## src/rtl/j1_irq_ctrl.sv

```systemverilog
// -----------------------------------------------------------------------------
// j1_irq_ctrl
//
// Interrupt controller for the J1 core. Up to NSRC external event lines are
// synchronized, edge-detected and latched into pending bits. A small request
// FSM raises a one-cycle interrupt_request pulse towards the J1 whenever the
// global enable is set and an enabled source is pending, then waits for the
// handler to claim it through the IO bus.
//
// Register map (offset from BASE_ADDR):
//   +0 PENDING  read pending bits, write-1-to-clear
//   +1 ENABLE   read/write per-source enable
//   +2 CLAIM    read only: {1'b1, 11'b0, idx} of the lowest pending&enabled
//               source (and clears it), or 16'h0000 when nothing is pending
//   +3 GIE      bit0 = global interrupt enable
//
// Ports:
//   clk               system clock, shared with the J1
//   reset             asynchronous, active-high reset
//   io_rd, io_wr      J1 IO read / write strobes (one cycle each)
//   io_addr           J1 IO address
//   io_dout           J1 write data
//   irq_rdata         registered read data, valid the cycle after io_rd,
//                     held until the next mapped read
//   irq_src           asynchronous interrupt source lines
//   interrupt_request one-cycle request pulse to the J1
//
// Build option:
//   J1_IRQ_LEVEL_EN   when defined, sources are level-sensitive: the edge
//                     detector is removed and a pending bit is re-set every
//                     cycle its synchronized source is high.
// -----------------------------------------------------------------------------
module j1_irq_ctrl #(
    parameter int          NSRC      = 8,
    parameter logic [15:0] BASE_ADDR = 16'h0040
) (
    input  logic            clk,
    input  logic            reset,
    input  logic            io_rd,
    input  logic            io_wr,
    input  logic [15:0]     io_addr,
    input  logic [15:0]     io_dout,
    output logic [15:0]     irq_rdata,
    input  logic [NSRC-1:0] irq_src,
    output logic            interrupt_request
);

    typedef enum logic [1:0] {
        S_IDLE,
        S_REQ,
        S_SERVICE
    } state_t;

    localparam logic [1:0] REG_PENDING = 2'd0;
    localparam logic [1:0] REG_ENABLE  = 2'd1;
    localparam logic [1:0] REG_CLAIM   = 2'd2;
    localparam logic [1:0] REG_GIE     = 2'd3;

    state_t          state, state_nxt;
    logic [NSRC-1:0] pending, enable;
    logic            gie;
    logic [NSRC-1:0] sync1, sync2;
    logic [NSRC-1:0] src_set;

    // ------------------------------------------------------------------
    // Address decode. The offset subtraction wraps, so anything below
    // BASE_ADDR lands far above 3 and is treated as unmapped.
    // ------------------------------------------------------------------
    logic [15:0] offset;
    logic        mapped, rd_hit, wr_hit, claim_rd;
    logic [1:0]  reg_sel;

    assign offset   = io_addr - BASE_ADDR;
    assign mapped   = (offset[15:2] == 14'd0);
    assign reg_sel  = offset[1:0];
    assign rd_hit   = io_rd && mapped;
    assign wr_hit   = io_wr && mapped;
    assign claim_rd = rd_hit && (reg_sel == REG_CLAIM);

    // Data bits above the source count have no register behind them.
    logic unused_dout;
    assign unused_dout = ^io_dout[15:NSRC];

    // ------------------------------------------------------------------
    // Source path: two-flop synchronizer, then (edge mode) a third flop
    // to detect the synchronized rising edge.
    // ------------------------------------------------------------------
    // NOTE: every clocked register uses non-blocking assignment so all
    // flops sample pre-edge values; blocking here would collapse the
    // synchronizer stages into a single flop.
    always_ff @(posedge clk or posedge reset) begin
        if (reset) begin
            sync1 <= '0;
            sync2 <= '0;
        end else begin
            sync1 <= irq_src;
            sync2 <= sync1;
        end
    end

`ifdef J1_IRQ_LEVEL_EN
    assign src_set = sync2;
`else
    logic [NSRC-1:0] sync3;

    always_ff @(posedge clk or posedge reset) begin
        if (reset) sync3 <= '0;
        else       sync3 <= sync2;
    end

    assign src_set = sync2 & ~sync3;
`endif

    // ------------------------------------------------------------------
    // Fixed-priority claim encoder: index 0 wins. Scanning from the top
    // down leaves the lowest active index as the final assignment.
    // ------------------------------------------------------------------
    logic [NSRC-1:0] active;
    logic [NSRC-1:0] claim_onehot;
    logic [3:0]      claim_idx;
    logic            claim_found;

    assign active = pending & enable;

    // NOTE: combinational outputs get a default before any condition so
    // no path leaves them unassigned, which would infer a latch.
    always_comb begin
        claim_found  = 1'b0;
        claim_idx    = 4'd0;
        claim_onehot = '0;
        for (int i = NSRC - 1; i >= 0; i--) begin
            if (active[i]) begin
                claim_found     = 1'b1;
                claim_idx       = 4'(i);
                claim_onehot    = '0;
                claim_onehot[i] = 1'b1;
            end
        end
    end

    // ------------------------------------------------------------------
    // Pending / enable / GIE registers. A newly detected source event is
    // OR-ed in after the clears so it always survives a same-cycle W1C
    // or claim on the same bit.
    // ------------------------------------------------------------------
    logic [NSRC-1:0] w1c_clr, claim_clr, pending_nxt;

    assign w1c_clr     = (wr_hit && reg_sel == REG_PENDING) ? io_dout[NSRC-1:0] : '0;
    assign claim_clr   = (claim_rd && claim_found) ? claim_onehot : '0;
    assign pending_nxt = (pending & ~w1c_clr & ~claim_clr) | src_set;

    always_ff @(posedge clk or posedge reset) begin
        if (reset) begin
            pending <= '0;
            enable  <= '0;
            gie     <= 1'b0;
        end else begin
            pending <= pending_nxt;
            if (wr_hit && reg_sel == REG_ENABLE) enable <= io_dout[NSRC-1:0];
            if (wr_hit && reg_sel == REG_GIE)    gie    <= io_dout[0];
        end
    end

    // ------------------------------------------------------------------
    // Read data. Built from the current (pre-write) register values, so a
    // simultaneous read and write returns what was there before the write.
    // ------------------------------------------------------------------
    logic [15:0] rdata_nxt;

    always_comb begin
        rdata_nxt = 16'h0000;
        case (reg_sel)
            REG_PENDING: rdata_nxt[NSRC-1:0] = pending;
            REG_ENABLE:  rdata_nxt[NSRC-1:0] = enable;
            REG_CLAIM:   if (claim_found) rdata_nxt = {1'b1, 11'b0, claim_idx};
            default:     rdata_nxt[0] = gie;
        endcase
    end

    always_ff @(posedge clk or posedge reset) begin
        if (reset)       irq_rdata <= 16'h0000;
        else if (rd_hit) irq_rdata <= rdata_nxt;
    end

    // ------------------------------------------------------------------
    // Request FSM. REQ lasts exactly one cycle regardless of ENABLE/GIE
    // changes; SERVICE waits for the handler's claim read.
    // ------------------------------------------------------------------
    always_ff @(posedge clk or posedge reset) begin
        if (reset) state <= S_IDLE;
        else       state <= state_nxt;
    end

    always_comb begin
        state_nxt         = state;
        interrupt_request = 1'b0;
        case (state)
            S_IDLE: begin
                if (gie && |active) state_nxt = S_REQ;
            end
            S_REQ: begin
                interrupt_request = 1'b1;
                state_nxt         = S_SERVICE;
            end
            S_SERVICE: begin
                if (claim_rd || !gie) state_nxt = S_IDLE;
            end
            default: state_nxt = S_IDLE;
        endcase
    end

endmodule

```

## config.mk

```make
export PLATFORM = sky130hd
export DESIGN_NAME = j1_irq_ctrl
export DESIGN_NICKNAME = d
export VERILOG_FILES = /design/src/rtl/j1_irq_ctrl.sv
export SDC_FILE = /design/constraint.sdc
export NUM_CORES = 1
export LEC_CHECK = 0
export BUFFER_PORTS_ARGS = -buffer_cell sky130_fd_sc_hd__buf_2
export CELL_PAD_IN_SITES_DETAIL_PLACEMENT = 0
export CELL_PAD_IN_SITES_GLOBAL_PLACEMENT = 2
export CORE_UTILIZATION = 32
export CTS_CLUSTER_DIAMETER = 100
export DETAILED_ROUTE_END_ITERATION = 8
export PLACE_DENSITY = 0.84
export SYNTH_ARGS = -nofsm -noshare
export SYNTH_HDL_FRONTEND = slang
export SYNTH_SLANG_ARGS = --single-unit
```

## constraint.sdc

```tcl
create_clock -name clk -period 2.38 [get_ports clk]
set_clock_uncertainty 0.1 [all_clocks]
set_input_delay 0.476 -clock clk [delete_from_list [all_inputs] [get_ports clk]]
set_output_delay 0.476 -clock clk [all_outputs]
set_load 0.05 [all_outputs]
```

Word level (Yosys, flattened, before mapping)
Cells that the tools add are included.
W data, S select, Z words.
{"block": "word_totals", "ff_bits": 59, "out_inout_bits": 17, "elab_cells": 73}
{"block": "classes", "n_addsub": 1, "n_eq_ne": 7, "muxes": 34, "bitwise": 8, "n_reduce_logical": 15}
{"operator": "$mux W8", "count": 11}
{"operator": "$and A8 B8 Y8", "count": 4}
{"operator": "$mux W4", "count": 7}
{"operator": "$not A8 Y8", "count": 3}
{"operator": "$pmux W7 S3", "count": 1}
{"operator": "$mux W16", "count": 1}
{"operator": "$sub A16 B7 Y16 const B", "count": 1}
{"operator": "$logic_not A14 Y1", "count": 1}
{"operator": "$mux W1", "count": 9}
{"operator": "$logic_and A1 B1 Y1", "count": 8}
{"operator": "$or A8 B8 Y8", "count": 1}
{"operator": "$reduce_or A8 Y1", "count": 1}
{"operator": "$eq A2 B2 Y1 const B", "count": 3}
{"operator": "$pmux W2 S3", "count": 1}
{"operator": "$eq A2 B1 Y1 const B", "count": 2}
{"operator": "$logic_not A2 Y1", "count": 2}
{"operator": "$mux W2", "count": 2}
{"operator": "$ne A2 B2 Y1 const B", "count": 2}
{"operator": "$mux W3", "count": 1}
{"operator": "$pmux W1 S3", "count": 1}
{"operator": "$reduce_and A2 Y1", "count": 1}
{"operator": "$logic_not A1 Y1", "count": 1}
{"operator": "$logic_or A1 B1 Y1", "count": 1}

Logic depth before layout (Yosys ltp)
{"block": "logic_depth", "word_depth": 14, "depth_mapped": 6, "ltp_nobuf": 5}

Worst setup path after synthesis
Ideal clock, no wire load.
{"block": "synth_path", "path_type": "input-to-reg", "start": "input port io_addr[9]", "end": "register enable[1]", "arrival_time_ps": 1992, "slack_ps": 163, "path_stages": 5, "n_path_buf": 0, "path_cell_list": "or4b_4 nor4_2 nand2_1 nor2_4 mux2_2"}
{"block": "synth_between", "elab_chain_len": 4}
{"element": "from (decl)", "line_no": "41", "text": "input logic [15:0] io_addr,"}
{"element": "$sub A16 B7 Y16", "line_no": "73", "text": "assign offset = io_addr - BASE_ADDR;"}
{"element": "$logic_not A14 Y1", "line_no": "74", "text": "assign mapped = (offset[15:2] == 14'd0);"}
{"element": "$logic_and A1 B1 Y1", "line_no": "77", "text": "assign wr_hit = io_wr && mapped;"}
{"element": "$logic_and A1 B1 Y1", "line_no": "159", "text": "if (wr_hit && reg_sel == REG_ENABLE) enable <= io_dout[NSRC-1:0];"}
{"element": "to (signal assigned)", "line_no": "159"}
{"element": "to (decl)", "line_no": "60", "text": "logic [NSRC-1:0] pending, enable;"}
No other way between the ends.
A chain may end at the register's enable or synchronous reset.

Final worst setup path
{"block": "layout_path", "start": "input port io_addr[9]", "end": "register enable[3]"}
The elaborated chain is that of the path after synthesis.

==> results.md <==
- Status: finished, violations left
- Failing checks: DRC
- Required time of the critical path: 2.47 ns
- Sw power: 0.368 mW
- Area growth from synthesis to layout: 21.4%
- Peak supply drop: 0.346 mV
- M3 GR Usage: 2.85%
- Post-DP HPWL: 3210 um
- Critical Path Fanout Max: 8
- Total number of vias: 1,573
- Critical path's top delay family: simple AND/OR/NAND/NOR gates
- Cts hold-fix bufs: 0
- Worst setup path class: in -> reg
- Ant diodes: 0
- Global-route wire length before repair: 7420 um
- Sequential area share after synthesis: 59.4%
- Resized Gates After CTS: 0
- Most common cell after layout, fill and taps aside: dfrtp_1
- Synth cell types: 40
- Number of buffers created by CTS: 5
- WP depth: 6
- Slew margin rel.: 65.4%
- Iter 0 DRT Violations: 86
- Num rows: 29
- Die width: 84.7 um
- R2R setup slack: 0.57 ns
- Gr ovfl total: 0
- Slowest CP cell: or4b_4
- GR Layer Usage met1: 18.3%
- CTS root buf: clkbuf_8
- YS warnings: 0
- Sw Share: 24.2%
- Reg2reg end: pending[0]$_DFF_PP0_
- Fin crit share: 89.5%
- Tot GR Track Use: 13.3%
- FF-to-FF path depth: 6
- Max clock buf depth: 2
- CTS H-Tree Depth: 2
- IO Pins: 61
- Final core occ: 40.9%
- Total power draw: 1.52 mW
- Asr flop ratio synth: 100%
- WL final: 4320 um
- Yosys reg bits: 52
- Pleak: 1.29 nW
- Min-Delay Path Class: in -> async
- DIE AREA: 0.00718 mm^2
- Max Clk Rate: 469 MHz
- GR peak layer: met2
- Setup-failing EPs final: 0
- Buf+Inv Stages, Crit Path: 1
- Top FF cell, synth: dfrtp_1
- Vias in the first global route: 1,581
- Maxcap violations: 0
- Comb power frac: 7.3%
- Slew @ Worst Pin: 0.518 ns
- Initial antenna violation count: 0
- Reg power frac: 59.8%
- Worst hold slack: 0.0980 ns
- Netlist Area Pre-Place: 0.00219 mm^2
- CP arrival: 2.22 ns
- Net count reported at finish: 299
- Sinks on Clock Net: 52
- Met2 GRT Util: 21.2%
- RSZ-0062 raised after global routing: false
- Worst-path clk slew: 0.09 ns
- Cells after Synth: 195
- Clk pwr share: 32.8%
- CTS tree: yes
- PortBufs: 45
- Latest clock arrival within the worst-skew pair: 0.30 ns
- Post-DR vias/cell: 4.72
- Core area: 0.00649 mm^2
- Setup crit end kind: flop
- Worst path max stage delay: 0.56 ns
- Largest net degree at the start of global routing: 31
- Die Span Y: 84.7 um
- Int Pwr: 1.15 mW
- Max Slew Vio Count: 0
- Post-CTS Setup Bufs: 0
- First-pass DRT Iterations: 7
- FF-to-FF Start: pending[5]$_DFF_PP0_
- Syn_area_per_cell: 11.2 um^2
- CP Cell Sequence: buf_2 -> or4b_4 -> nor4_2 -> nand2_1 -> nor2_4 -> mux2_2
- Tmin final: 2.13 ns
- Commonest cells after routing, fill and taps aside: dfrtp_1, buf_2, nand2_1
- EDFF count, synth: 0
- Crit path launch type: input pin
- Antenna violation net count after detailed routing: 0
- # DRC: 7
- Final Hold Vio Count: 0
- Pwr per Cell Area: 572 mW/mm^2
- Final Wtd Congestion: 0.812
- Fraction of layout cells with a size suffix above 1: 31.3%
- Post-DR wirelength/cell: 13.0 um
- Starting Density: 33.7%
[layout make-up]
type	instances	area, um^2
Clock buffer	6	72.6
Clock inverter	2	16.3
Fill cell	647	3840
Inverter	19	71.3
Multi-Input combinational cell	119	766
Sequential cell	52	1300
Tap cell	77	96.3
Timing Repair Buffer	58	335
[cells in the mapped netlist (2+ instances only)]
library cell / n / share of area [%]
buf_4: 7 / 2.4
a31oi_1: 2 / 0.57
nand4_1: 3 / 0.86
o22ai_1: 6 / 1.7
nor2b_1: 2 / 0.57
o31ai_1: 5 / 1.7
inv_1: 19 / 3.3
nor2_1: 7 / 1.2
clkbuf_1: 2 / 0.34
and2_1: 2 / 0.57
mux2i_1: 10 / 4.6
nand3_1: 3 / 0.69
nor4_1: 3 / 0.86
dfrtp_1: 52 / 59
nand2b_1: 2 / 0.57
nand2_1: 24 / 4.1
a21oi_1: 2 / 0.46
a22oi_1: 2 / 0.69
mux2_2: 6 / 3.1
o21ai_0: 15 / 3.4
a22o_1: 2 / 0.80
[power by group through the flow]
stage	registers, mW	clock network (mW)	logic [mW]
detailed placement	0.928	0	0.114
global route	0.913	0.554	0.124
CTS	0.910	0.523	0.114
floorplan	0.926	0	0.0736
finish	0.910	0.499	0.111
global placement	0.927	0	0.112
[state kept, by name (all words and copies together) (netlist names)]
name,count
irq_rdata,9
enable,8
pending,8
sync1,8
sync2,8
sync3,8
state,2
gie,1
[stage by stage]
| stage | setup WS [ns] | std cells | cell area (um^2) | TNS [ns] |
|---|---|---|---|---|
| floorplan | 0.163 | 201 | 2210 | 0 |
| global placement | -0.0711 | 325 | 2570 | -0.424 |
| detailed placement | -0.0630 | 325 | 2570 | -0.361 |
| CTS | 0.250 | 333 | 2660 | 0 |
| global route | 0.148 | 333 | 2660 | 0 |
| finish | 0.249 | 333 | 2660 | 0 |
[worst max path at each step]
stage | from | to | slack (ns)
detailed placement | io_addr[9] | enable[6]$_DFFE_PP0P_ | -0.06
floorplan | io_addr[9] | enable[1]$_DFFE_PP0P_ | 0.16
global placement | io_addr[9] | enable[6]$_DFFE_PP0P_ | -0.07
CTS | io_addr[9] | enable[5]$_DFFE_PP0P_ | 0.25
global route | io_addr[3] | enable[6]$_DFFE_PP0P_ | 0.15
finish | io_addr[9] | enable[3]$_DFFE_PP0P_ | 0.25
[worst register-to-register path, cell delays in order, from the launching register on]
cell      delay (ns)
dfrtp_1         0.45
a222oi_1        0.45
nand4_1         0.22
nand4_1         0.17
buf_4           0.15
o221ai_1        0.11
o21ai_0         0.09
[cell families (layout without fill, tap and decap cells)]
kind of cell	count (synthesis)	count (layout)	share of synthesized area, %
other	1	7	0.171
multiplexers	16	16	7.65
AO/OA/AOI/OAI	39	39	11.5
AND/OR/NAND/NOR	57	57	14.6
buffers and inverters	30	85	6.68
flip-flops	52	52	59.4
[metal layers]
| metal | routed length (um) | vias to the layer above |
|---|---|---|
| met5 | 0 | - |
| met4 | 41 | 0 |
| met3 | 243 | 4 |
| met2 | 1910 | 49 |
| met1 | 2120 | 733 |
| li1 | - | 787 |
No activity file was read; power rests on OpenSTA's default activity.
